[src/rtl/uart_rx.sv]
// uart_rx - oversampling UART receiver (8 data bits, LSB first, 1 stop bit).
//
// The rx pin is synchronised, the receiver aligns to the start bit and takes
// 16 samples per bit. Each bit is the majority of samples 7/8/9, resolved on
// sample 9. Good bytes are presented with a one-cycle rx_ready strobe. A low
// stop bit gives a one-cycle frame_err strobe and the byte is discarded.
//
// Optional feature macro: UART_RX_PARITY_EN
//   defined   : one even-parity bit between data and stop. A mismatch gives a
//               one-cycle parity_err strobe in place of rx_ready.
//   undefined : 10-bit frame, parity_err tied low.
//
// Parameters:
//   CLK_HZ      system clock frequency in Hz
//   BAUD        line rate in bit/s
// Ports:
//   clk         system clock, rising edge
//   n_reset     asynchronous active-low reset
//   rx          serial line, idle high, asynchronous to clk
//   rx_ready    one-cycle strobe, rx_data holds a new good byte
//   rx_data     last good byte, stable until the next rx_ready
//   rx_busy     high while a frame is being received
//   frame_err   one-cycle strobe, stop bit sampled low
//   parity_err  one-cycle strobe, parity mismatch (0 without parity)

module uart_rx #(
    parameter int CLK_HZ = 50_000_000,
    parameter int BAUD   = 115200
) (
    input  logic       clk,
    input  logic       n_reset,
    input  logic       rx,
    output logic       rx_ready,
    output logic [7:0] rx_data,
    output logic       rx_busy,
    output logic       frame_err,
    output logic       parity_err
);

    localparam int DIV = (CLK_HZ + 8 * BAUD) / (16 * BAUD);
    localparam int CW  = $clog2(DIV) + 1;

    generate
        if (DIV < 1) begin : g_div_check
            $error("uart_rx: CLK_HZ too low for BAUD (DIV < 1)");
        end
    endgenerate

    typedef enum logic [2:0] {
        WAIT_HIGH,
        IDLE,
        START,
        DATA,
        PARITY,
        STOP
    } state_t;

    state_t        state;
    logic [CW-1:0] cnt;
    logic [3:0]    smp;
    logic [2:0]    bitcnt;
    logic [7:0]    shreg;
    logic          s7, s8;

    // Two synchronising flops plus the edge-detect flop, all resetting high
    // so that reset itself never looks like a falling edge.
    logic       rx_s1, rxs, rxs_d;
    // Marks when the sync chain holds real line samples rather than its
    // reset value; WAIT_HIGH must not accept the reset-value 1 as "line high".
    logic [1:0] fill;

    always_ff @(posedge clk or negedge n_reset) begin
        if (!n_reset) begin
            rx_s1 <= 1'b1;
            rxs   <= 1'b1;
            rxs_d <= 1'b1;
            fill  <= 2'b00;
        end else begin
            rx_s1 <= rx;
            rxs   <= rx_s1;
            rxs_d <= rxs;
            fill  <= {fill[0], 1'b1};
        end
    end

    logic fall, tick, maj;
    assign fall = rxs_d & ~rxs;
    assign tick = (cnt == CW'(DIV - 1));
    // Samples 7 and 8 are held; sample 9 is the live rxs on the deciding tick.
    assign maj  = (s7 & s8) | (s7 & rxs) | (s8 & rxs);

`ifdef UART_RX_PARITY_EN
    logic par;
    logic par_bad;
    // Even parity: data bits plus parity bit must hold an even number of ones.
    assign par_bad = (^shreg) ^ par;
`else
    assign parity_err = 1'b0;
`endif

    always_ff @(posedge clk or negedge n_reset) begin
        if (!n_reset) begin
            state     <= WAIT_HIGH;
            cnt       <= '0;
            smp       <= '0;
            bitcnt    <= '0;
            shreg     <= '0;
            s7        <= 1'b1;
            s8        <= 1'b1;
            rx_ready  <= 1'b0;
            rx_data   <= 8'h00;
            rx_busy   <= 1'b0;
            frame_err <= 1'b0;
`ifdef UART_RX_PARITY_EN
            par        <= 1'b0;
            parity_err <= 1'b0;
`endif
        end else begin
            rx_ready  <= 1'b0;
            frame_err <= 1'b0;
`ifdef UART_RX_PARITY_EN
            parity_err <= 1'b0;
`endif
            // Free-running sample clock; re-phased to the start edge in IDLE.
            cnt <= tick ? '0 : cnt + CW'(1);
            if (tick) begin
                smp <= smp + 4'd1;
                if (smp == 4'd7) s7 <= rxs;
                if (smp == 4'd8) s8 <= rxs;
            end

            case (state)
                WAIT_HIGH: begin
                    if (fill[1] && rxs) state <= IDLE;
                end
                IDLE: begin
                    if (fall) begin
                        cnt     <= '0;
                        smp     <= '0;
                        rx_busy <= 1'b1;
                        state   <= START;
                    end
                end
                START: begin
                    if (tick && smp == 4'd9 && maj) begin
                        rx_busy <= 1'b0;          // false start
                        state   <= IDLE;
                    end else if (tick && smp == 4'd15) begin
                        bitcnt <= '0;
                        state  <= DATA;
                    end
                end
                DATA: begin
                    if (tick && smp == 4'd9) shreg <= {maj, shreg[7:1]};
                    if (tick && smp == 4'd15) begin
                        bitcnt <= bitcnt + 3'd1;
`ifdef UART_RX_PARITY_EN
                        if (bitcnt == 3'd7) state <= PARITY;
`else
                        if (bitcnt == 3'd7) state <= STOP;
`endif
                    end
                end
`ifdef UART_RX_PARITY_EN
                PARITY: begin
                    if (tick && smp == 4'd9) par <= maj;
                    if (tick && smp == 4'd15) state <= STOP;
                end
`endif
                STOP: begin
                    // Decide at mid stop bit so back-to-back frames re-arm
                    // with half a stop bit of slack.
                    if (tick && smp == 4'd9) begin
                        rx_busy <= 1'b0;
                        if (maj) begin
`ifdef UART_RX_PARITY_EN
                            if (par_bad) begin
                                parity_err <= 1'b1;
                            end else begin
                                rx_data  <= shreg;
                                rx_ready <= 1'b1;
                            end
`else
                            rx_data  <= shreg;
                            rx_ready <= 1'b1;
`endif
                            state <= IDLE;
                        end else begin
                            frame_err <= 1'b1;
                            state     <= WAIT_HIGH;
                        end
                    end
                end
                default: state <= WAIT_HIGH;
            endcase
        end
    end

endmodule

[config.mk]
export PLATFORM = sky130hd
export DESIGN_NAME = uart_rx
export DESIGN_NICKNAME = d
export VERILOG_FILES = /design/src/rtl/uart_rx.sv
export SDC_FILE = /design/constraint.sdc
export NUM_CORES = 1
export LEC_CHECK = 0
export CAP_MARGIN = 20
export CORE_ASPECT_RATIO = 2
export CORE_UTILIZATION = 55
export DETAILED_ROUTE_END_ITERATION = 10
export GPL_ROUTABILITY_DRIVEN = 0
export PLACE_DENSITY = 0.76
export SKIP_LAST_GASP = 1
export SLEW_MARGIN = 20
export SYNTH_ARGS = -nofsm -noshare
export SYNTH_HDL_FRONTEND = slang
export SYNTH_SLANG_ARGS = --single-unit
[constraint.sdc]
create_clock -name clk -period 3.7 [get_ports clk]
set_clock_uncertainty 0.15 [all_clocks]
set_input_delay 1.11 -clock clk [delete_from_list [all_inputs] [get_ports clk]]
set_output_delay 1.11 -clock clk [all_outputs]
set_load 0.05 [all_outputs]
# After elaboration in Yosys (flattened, before gate mapping)
# Cells that the tools add are included.
[word_totals]
out_inout_bits = 12
input_bits = 3
regBits = 42
wordCells = 87
[op_classes]
bitwise = 7
n_addsub = 3
muxes = 29
n_eq_ne = 19
reduce_logical = 14
[ops]
columns = ["cell", "count"]
rows = [
  ["3-bit 2-to-1 mux", 10],
  ["6-bit 2-to-1 mux", 3],
  ["2-bit inequality test, second input constant", 8],
  ["3-bit case mux with 5 select lines", 1],
  ["4-bit equality test, second input constant", 3],
  ["4-bit 2-to-1 mux", 3],
  ["1-bit 2-to-1 mux", 10],
  ["4-bit AND reduction", 2],
  ["6-bit by 1-bit adder with 6-bit output, second input constant", 1],
  ["3-bit by 2-bit equality test with 1-bit output, second input constant", 2],
  ["3-bit equality test, second input constant", 2],
  ["6-bit by 5-bit equality test with 1-bit output, second input constant", 1],
  ["3-bit case mux with 2 select lines", 1],
  ["2-bit AND reduction", 3],
  ["6-bit AND reduction", 1],
  ["4-bit by 1-bit adder with 4-bit output, second input constant", 1],
  ["1-bit bitwise AND", 4],
  ["4-bit by 3-bit equality test with 1-bit output, second input constant", 1],
  ["1-bit logical AND", 4],
  ["3-bit by 1-bit adder with 3-bit output, second input constant", 1],
  ["3-bit by 1-bit equality test with 1-bit output, second input constant", 1],
  ["3-bit logical NOT", 1],
  ["3-bit inequality test, second input constant", 1],
  ["1-bit case mux with 3 select lines", 1],
  ["5 further kinds", 6],
]

# Logic depth before layout (Yosys ltp)
# Gate-level depths: netlist of the first run.
[depth]
depth_word = 6
depth_mapped = 8
depth_no_buf = 7

# Least setup slack after synthesis of the first run
# Ideal clock, no wire load.
[synth_timing]
path_kind = "register to register"
from = "register cnt[0]"
to = "register state[0]"
period_less_slack_ps = 2045
n_path_buf = 0
setup_ps = 125
arrival_time_ps = 1770
stages_incl_launch_ff = 8
path_slack_ps = 1655
required_time_ps = 3425
path_cell_list = "dfrtp_1 > inv_1 > ha_1 > nand4b_1 > or2_4 > o31a_1 > a211o_1 > mux2_4"
[synth_via]
elab_chain_len = 5
word_cells_on_any_way = 10
classes_between = "eq/ne: 4; mux: 2; reduce/logical: 4"
[synth_lines]
columns = ["item", "line_no", "rtl"]
rows = [
  ["start, declared", "59", "logic [CW-1:0] cnt;"],
  ["start signal, assigned", "125", "cnt <= tick ? '0 : cnt + CW'(1);"],
  ["6-bit by 5-bit equality test with 1-bit output *", "88", "assign tick = (cnt == CW'(DIV - 1));"],
  ["1-bit logical AND", "145, 173", ""],
  ["1-bit logical AND", "145", "if (tick && smp == 4'd9 && maj) begin"],
  ["3-bit inequality test (no line) / 3-bit 2-to-1 mux (equally long branches)", "--", ""],
  ["6-bit AND reduction (no line) / 3-bit case mux with 5 select lines (equally long branches)", "--", ""],
  ["end signal, assigned", "141", "state <= START;"],
  ["end signal, assigned", "147", "state <= IDLE;"],
  ["end signal, assigned", "150", "state <= DATA;"],
  ["end, declared", "58", "state_t state;"],
]
# Every way passes the cells marked *; elsewhere a longest branch is shown, timed or not.
# A chain may end at the register's enable or synchronous reset.

# Worst setup path in the final report of the first run
[layout_timing]
from = "register rx_data[6]"
to = "output rx_data[6]"
[layout_lines]
columns = ["item", "line_no", "rtl"]
rows = [
  ["start, declared", "34", "output logic [7:0] rx_data,"],
  ["start signal, assigned", "184", "rx_data <= shreg;"],
]
# No word-level cell between the ends.

==> results of run 1 <==
==> report_power, final <==
part | switching [W] | internal [W]
Combinational | 0.000100 | 0.0000949
Sequential | 0.0000652 | 0.000509
Clock | 0.000151 | 0.000150
==> cell usage in the layout (no fill, tap or decap), types with 3 or more instances in the layout <==
cell type / instances
inv_1: 5
mux2_2: 18
dfstp_2: 5
nand2b_1: 3
o21ai_0: 6
clkdlybuf4s50_1: 12
nand2_1: 16
ha_1: 7
nand3_1: 7
nor3b_1: 3
xnor2_1: 3
a21oi_1: 4
xor2_1: 4
nor2_1: 13
dfrtp_1: 37
clkbuf_8: 6
==> cells in the mapped netlist (all sizes together) <==
cell type,instances
and2,2
mux2,19
clkbuf,1
a21o,1
o21ai,6
nand2b,3
or3,1
a21oi,4
or2,1
o21a,1
dfstp,5
nor2b,2
xor2,4
buf,2
nor3b,3
maj3,1
a211o,2
nand4b,3
a211oi,1
nand2,16
xnor2,3
nor2,13
nand3,7
inv,5
and4bb,1
conb,2
nand4,1
o31a,1
dfrtp,37
ha,7
==> cell families after synthesis <==
family,Yosys count,share of synthesized area (%)
simple gates,53,15.1
flops,42,56.9
mux,19,11.7
compound gates,16,5.39
fa+ha+maj,8,5.26
buf+inv,8,1.89
xor+xnor,7,3.30
other cells,2,0.404
==> worst reg2reg max path, stage by stage (launching register included) <==
cell and delay, ns:
dfrtp_1 0.42, inv_1 0.08, ha_1 0.15, nand4b_1 0.16, or2_4 0.29, o31a_1 0.33
a211o_1 0.25, mux2_4 0.30
==> cell type report <==
cell class | count | share of cell area, %
Inverter | 5 | 0.896
Clock inverter | 1 | 0.239
Sequential cell | 42 | 50.4
Timing Repair Buffer | 13 | 5.97
Tap cell | 31 | 1.85
Clock buffer | 7 | 4.12
Multi-Input combinational cell | 105 | 36.5
==> path summary, 6_finish.rpt <==
check	slack, ns	startpoint	end
worst max-delay path	0.98	rx_data[6]	rx_data[6]
max in group asynchronous	2.06	n_reset	cnt[3]
worst max register to register	1.47	cnt[0]	state[0]
min in group asynchronous	0.78	n_reset	bitcnt[0]
worst min register to register	0.21	rx_s1	rxs
worst min-delay path	0.21	rx_s1	rxs
==> through the flow <==
stage / worst slack, ns / total power (W)
floorplan: 1.66 / 0.000726
global placement: 1.32 / 0.000760
detailed placement: 1.30 / 0.000774
CTS: 0.963 / 0.00108
global route: 0.944 / 0.00113
finish: 0.982 / 0.00107
==> layer usage <==
layer	up-vias	part of all wire (%)	routed length (um)
met3	8	2.9	88
li1	558	-	-
met2	21	55	1680
met1	600	40	1230
met4	0	2.5	77
met5	-	0	0
==> sequential cells by signal (all words and copies together) (netlist names), 2 cells and up <==
signal / count
smp: 4
state: 3
shreg: 8
fill: 2
rx_data: 8
cnt: 6
bitcnt: 3
==> metrics.md, run 1 <==
| Metric | Value |
|---|---|
| Post-route insts no fill | `approximately 200` |
| Nets@finish | `182` |
| Final hold viol count | `0` |
| Maximum clock rate | `approximately 370 MHz` |
| Critical path type | `register to output pin` |
| # setup viols final | `0` |
| Power per cell area | `511 mW/mm2` |
| Final setup TNS | `0 ns` |
| Design Area, Final | `about 0.0021 mm2` |
| Top Ports | `15` |
| CTS Buf Count | `5` |
| Post-Route WL | `3080 um` |
| Synth top area cells | `dfrtp_1 50%, mux2_2 11%, dfstp_2 7.1%` |
| Multi-input logic area | `about 760 um2` |
| Tmin final | `2.72 ns` |
| WP buf/inv | `1` |
| Flops & latches, synth | `42` |
| Filler instances | `approximately 260` |
| Hold Buf Count CTS | `0` |
| Vias in the first global route | `1204` |
| # clock sinks | `42` |
| Slowest cell on crit path | `clkdlybuf4s50_1` |
| Pleak | `0.992 nW` |
| Clock root buffer | `clkbuf_8` |
| Stages on worst setup path | `1` |
| Final Cycle Share | `73.5%` |
| Final ANT Viol Nets | `0` |
| Post-DP Area | `~0.0020 mm2` |
| Residual DRC | `0` |
| Syn_nets | `165` |
| Outcome | `completed` |
| Vias/cell | `5.82` |
| Post-CTS setup buffers | `0` |
| Mapped cell area | `0.00186 mm2` |
| PortBufs | `13` |
| Clk slew on worst S/H paths | `approximately 0.070 ns` |
| CP max FO | `2` |
| Vias post-DR | `1187` |
| Mean post-synth cell area | `12.0 um2` |
| Initial antenna violation count | `0` |
| Met1 GRT Util | `20.0%` |
| Unrepaired setup endpoints after global routing | `false` |
| GR peak layer | `met2` |
| CTS tree | `done` |
| Area Growth Syn to Fin | `12.9%` |
| Seq/Total Area, Yosys | `between 50 and 60%` |
| Post-CTS resize count | `0` |
| Path depth of the worst reg2reg path | `7` |
| Cells after Synth | `155` |
| Full die area | `0.00363 mm2` |
| Count of different cell masters after synthesis | `33` |
| Slew @ Worst Pin | `around 0.88 ns` |
| Hold depth | `0` |
| Fraction of layout instances using a drive strength above 1 | `20.8%` |
| Placed Instances | `196` |
| Global-route usage over all layers | `19.2%` |
| Met2 GRT Util | `about a third` |
| Register area | `about 0.0011 mm2` |
| CP max stage delay | `0.81 ns` |
| TritonRoute pass-1 iters | `4` |
| Initial Util | `58.2%` |
| Worst path cell trace | `clkdlybuf4s50_1` |
| Hold slack | `just over 0.2 ns` |
| Antenna cells | `0` |
| Width of the chip | `43.1 um` |
| Detailed Route Iter0 Violations | `22` |
| Fin util | `between 60 and 70%` |
| Synth top area share | `roughly 50%` |
| CTS max path bufs | `2` |
| WL per Instance | `15.1 um` |
| Met3 usage | `4.73%` |
| Worst vdd ir | `344 uV` |
| Total global routing overflow | `0` |
| Leading area contributor after synthesis | `dfrtp_1` |
| Slew HR | `41.1%` |
| Final Max Slew Viols | `0` |
| Required @ worst endpoint | `2.44 ns` |
| Largest net degree at the start of global routing | `43` |
| Dpl hpwl | `2170 um` |
| Clock Latency Late Sink | `0.30 ns` |
| HP Class | `register to register` |
| First-pass GRT wire length | `5220 um` |
| # rows | `29` |
| Critical Path Sink Type | `output pin` |
| Die height | `84.2 um` |
| Max_cap viols | `0` |
| CP Launch Type | `register` |
| Core Area | `0.00319 mm2` |
| Cell family contributing the most delay on the critical path | `buffers and inverters` |
| Data arrival, critical path | `1.46 ns` |
| Yosys warning count | `0` |
| H-tree depth | `2` |
Power figures use the tool's default switching activity.
==> run 2: changes to the inputs <==
clock period = 2.6 ns   (was 3.7 ns; I/O delays follow)
==> metrics.md, run 2 (synthesis results as in run 1) <==
| Metric | Value |
|---|---|
| Critical Path Sink Type | `output pin` |
| Final hold viol count | `0` |
| Total global routing overflow | `0` |
| Initial Util | `about 58%` |
| Detailed Route Iter0 Violations | `37` |
| Initial antenna violation count | `0` |
| Vias post-DR | `~1200` |
| HP Class | `register to register` |
| # rows | `29` |
| Slew @ Worst Pin | `between 0.4 and 0.5 ns` |
| PortBufs | `13` |
| Full die area | `approximately 0.0036 mm2` |
| Overall power | `0.00154 W` |
| CP max stage delay | `0.80 ns` |
| Required @ worst endpoint | `around 1.7 ns` |
| WL per Instance | `15.9 um` |
| WP buf/inv | `1` |
| TritonRoute pass-1 iters | `4` |
| Clock root buffer | `clkbuf_8` |
| Max_cap viols | `0` |
| Biggest regs | `rx_data x8, shreg x8, cnt x6` |
| Filler instances | `252` |
| CTS Buf Count | `5` |
| Outcome | `completed` |
| Top Ports | `15` |
| Final Cycle Share | `between 90% and 100%` |
| Area Growth Syn to Fin | `13.9%` |
| Final ANT Viol Nets | `0` |
| Maximum clock rate | `419 MHz` |
| Pleak | `1.00 nW` |
| Power per cell area | `728 mW/mm2` |
| Post-route insts no fill | `205` |
| Placed Instances | `197` |
| Critical path type | `register to output pin` |
| Data arrival, critical path | `around 1.5 ns` |
| Residual DRC | `0` |
| CTS tree | `done` |
| Tmin final | `2.38 ns` |
| Stages on worst setup path | `1` |
| Clock Latency Late Sink | `0.29 ns` |
| First-pass GRT wire length | `5490 um` |
| Hold slack | `0.208 ns` |
| Worst path cell trace | `clkdlybuf4s50_1` |
| Die height | `roughly 84 um` |
| Hold Buf Count CTS | `0` |
| Register area | `0.00106 mm2` |
| Multi-input logic area | `764 um2` |
| Largest net degree at the start of global routing | `30` |
| Post-CTS setup buffers | `0` |
| Global-route usage over all layers | `about a fifth` |
| CP Launch Type | `register` |
| Post-CTS resize count | `0` |
| CTS max path bufs | `2` |
| # clock sinks | `42` |
| Worst vdd ir | `523 uV` |
| Core Area | `0.00319 mm2` |
| Post-Route WL | `about 3300 um` |
| Final Max Slew Viols | `0` |
| Cell family contributing the most delay on the critical path | `buffers and inverters` |
| Vias in the first global route | `1186` |
| Width of the chip | `~43 um` |
| Hold depth | `0` |
| Most common cell after layout, fill and taps aside | `dfrtp_1` |
| Antenna cells | `0` |
| Slew HR | `66.7%` |
| Nets@finish | `approximately 180` |
| Vias/cell | `5.74` |
| Unrepaired setup endpoints after global routing | `false` |
| Setup ws final | `between 0.2 and 0.25 ns` |
| Fraction of layout instances using a drive strength above 1 | `approximately a fifth` |
| Path depth of the worst reg2reg path | `4` |
| Final setup TNS | `0 ns` |
| Slowest cell on crit path | `clkdlybuf4s50_1` |
| Setup WS pre-CTS | `0.444 ns` |
| Dpl hpwl | `2340 um` |
| Clk slew on worst S/H paths | `approximately 0.070 ns` |
| Highest-count cells in the layout ignoring fill and taps | `37 x dfrtp_1, 18 x mux2_2, 16 x nand2_1` |
| CP max FO | `2` |
| # setup viols final | `0` |
| H-tree depth | `2` |
==> run 2: cell types whose count changed in the layout (fill, tap and decap cells not counted), sizes merged <==
cell  change
buf       +1
==> run 2: worst paths after layout <==
| path | from | to | slack, ns |
|---|---|---|---|
| min in group asynchronous | n_reset | shreg[1] | 0.23 |
| min | fill[0] | fill[1] | 0.21 |
| max reg2reg | state[0] | rx_data[2] | 0.42 |
| max in group asynchronous | n_reset | rx_s1 | 1.54 |
| min reg2reg | fill[0] | fill[1] | 0.21 |
| max | rx_data[6] | rx_data[6] | 0.22 |
==> run 2: layer usage <==
layer  vias to the layer above  wire (um)  GRT usage [%]
li1                        555          -              -
met4                         0         89           9.92
met3                        10        119           5.16
met5                         -          0              0
met2                        30       1760           34.1
met1                       581       1300           23.0
==> run 2: through the flow <==
stage / utilization, % / area [um2]
finish: 66.3 / 2120
global route: 66.3 / 2120
CTS: 66.3 / 2120
detailed placement: 63.4 / 2020
global placement: 63.4 / 2020
floorplan: - / 1860
==> run 2: final cells by class <==
class / instances / share of cell area [%]
sequential: 42 / 50.0
tap: 31 / 1.83
clock buffer: 7 / 4.08
timing repair buffer: 14 / 6.86
multi-input combinational: 105 / 36.1
inverter: 5 / 0.887
clock inverter: 1 / 0.237
==> run 2: power breakdown <==
group	internal, W	total, W	switching (W)
logic	0.000140	0.000291	0.000152
registers	0.000724	0.000820	0.0000962
clock network	0.000214	0.000428	0.000214
total	0.00108	0.00154	0.000462
==> run 3: changes to the inputs <==
SETUP_SLACK_MARGIN = 0.2   (was default)
==> metrics.md, run 3 (synthesis results as in run 1) <==
| Metric | Value |
|---|---|
| Global-route usage over all layers | `20.2%` |
| CTS max path bufs | `2` |
| Width of the chip | `43.1 um` |
| Slowest cell on crit path | `clkdlybuf4s50_1` |
| Hold_sp | `fill[0]` |
| Biggest regs | `rx_data x8, shreg x8, cnt x6` |
| Core Area | `0.00319 mm2` |
| Overall power | `0.00154 W` |
| CP max FO | `2` |
| Worst path cell trace | `clkdlybuf4s50_1` |
| First-pass GRT wire length | `5490 um` |
| Data arrival, critical path | `about 1.4 ns` |
| Clock Latency Late Sink | `0.29 ns` |
| Top Ports | `15` |
| Hold depth | `0` |
| Final hold viol count | `0` |
| Max_cap viols | `0` |
| WL per Instance | `approximately 16 um` |
| Residual DRC | `0` |
| Fraction of layout instances using a drive strength above 1 | `21.3%` |
| Nets@finish | `183` |
| WP buf/inv | `1` |
| Area Growth Syn to Fin | `15.0%` |
| Final setup TNS | `0 ns` |
| TritonRoute pass-1 iters | `5` |
| Final ANT Viol Nets | `0` |
| Dpl hpwl | `2340 um` |
| Slew HR | `between 60 and 70%` |
| Hold Buf Count CTS | `0` |
| H-tree depth | `2` |
| Highest-count cells in the layout ignoring fill and taps | `37 x dfrtp_1, 18 x mux2_2, 16 x nand2_1` |
| Slew @ Worst Pin | `0.523 ns` |
| Multi-input logic area | `between 700 and 800 um2` |
| Worst vdd ir | `523 uV` |
| Most common cell after layout, fill and taps aside | `dfrtp_1` |
| R2R Setup Slk | `0.43 ns` |
| Worst flop-to-flop path startpoint | `state[0]` |
| Clock root buffer | `clkbuf_8` |
| Final Cycle Share | `90.7%` |
| Vias/cell | `5.73` |
| Largest net degree at the start of global routing | `30` |
| # clock sinks | `42` |
| Final Max Slew Viols | `0` |
| Vias post-DR | `~1200` |
| Design Area, Final | `0.00214 mm2` |
| Required @ worst endpoint | `1.67 ns` |
| Outcome | `completed` |
| Post-CTS resize count | `0` |
| Initial Util | `58.2%` |
| Critical Path Sink Type | `output pin` |
| Maximum clock rate | `roughly 420 MHz` |
| CP max stage delay | `about 0.8 ns` |
| Post-CTS setup buffers | `0` |
| Die height | `84.2 um` |
| CTS Buf Count | `5` |
| Clk slew on worst S/H paths | `0.07 ns` |
| Path depth of the worst reg2reg path | `4` |
| Unrepaired setup endpoints after global routing | `false` |
| CP Launch Type | `register` |
| # rows | `29` |
| Post-route insts no fill | `205` |
| Hold Path Sink | `fill[1]` |
| Hold slack | `between 0.2 and 0.25 ns` |
| # setup viols final | `0` |
| Post-Route WL | `3320 um` |
| PortBufs | `13` |
| Initial antenna violation count | `0` |
| Total global routing overflow | `0` |
| Filler instances | `247` |
| CTS tree | `done` |
| Register area | `0.00106 mm2` |
| Post-DP Area | `0.00202 mm2` |
| Capturing point of the worst reg2reg path | `rx_data[2]` |
| Pleak | `1.13 nW` |
| HP Class | `register to register` |
| Antenna cells | `0` |
| Detailed Route Iter0 Violations | `35` |
| Power per cell area | `720 mW/mm2` |
| Full die area | `0.00363 mm2` |
| Critical path type | `register to output pin` |
| Cell family contributing the most delay on the critical path | `buffers and inverters` |
| Placed Instances | `197` |
| Vias in the first global route | `approximately 1200` |
| Tmin final | `2.36 ns` |
==> run 3: worst max-delay path by stage <==
stage / from / to / slack, ns / cells after the start
6_report: rx_data[4] / rx_data[4] / 0.24 / 1
3_5_place_dp: cnt[0] / rx_data[0] / 0.44 / 6
3_3_place_gp: rxs / state[0] / 0.51 / 5
2_1_floorplan: cnt[0] / state[0] / 0.56 / 7
5_1_grt: rx_data[4] / rx_data[4] / 0.21 / 1
4_1_cts: rx_data[6] / rx_data[6] / 0.20 / 1
==> run 3: power by group <==
part | internal (W) | total (W) | switching (W)
registers | 0.000724 | 0.000820 | 0.0000960
clock network | 0.000214 | 0.000427 | 0.000213
logic | 0.000139 | 0.000292 | 0.000153
==> run 3: layer usage <==
layer	up-vias	wire length [um]	part of all wire, %	GRT usage, %
li1	555	-	-	-
met1	576	1300	39	23.0
met2	34	1780	54	34.1
met3	10	150	4.5	5.16
met4	0	91	2.7	9.92
met5	-	0	0	0
==> run 3: metrics by stage <==
stage	utilization, %	worst slack, ns
finish	66.9	0.241
global route	66.9	0.208
CTS	66.3	0.204
detailed placement	63.4	0.444
global placement	63.4	0.506
floorplan	-	0.555
==> run 3: area by class of cell <==
cell class | count | area share, %
clock buffer | 7 | 4.04
tap | 31 | 1.82
inverter | 5 | 0.879
multi-input combinational | 105 | 35.8
clock inverter | 1 | 0.234
sequential | 42 | 49.5
timing repair buffer | 14 | 7.73
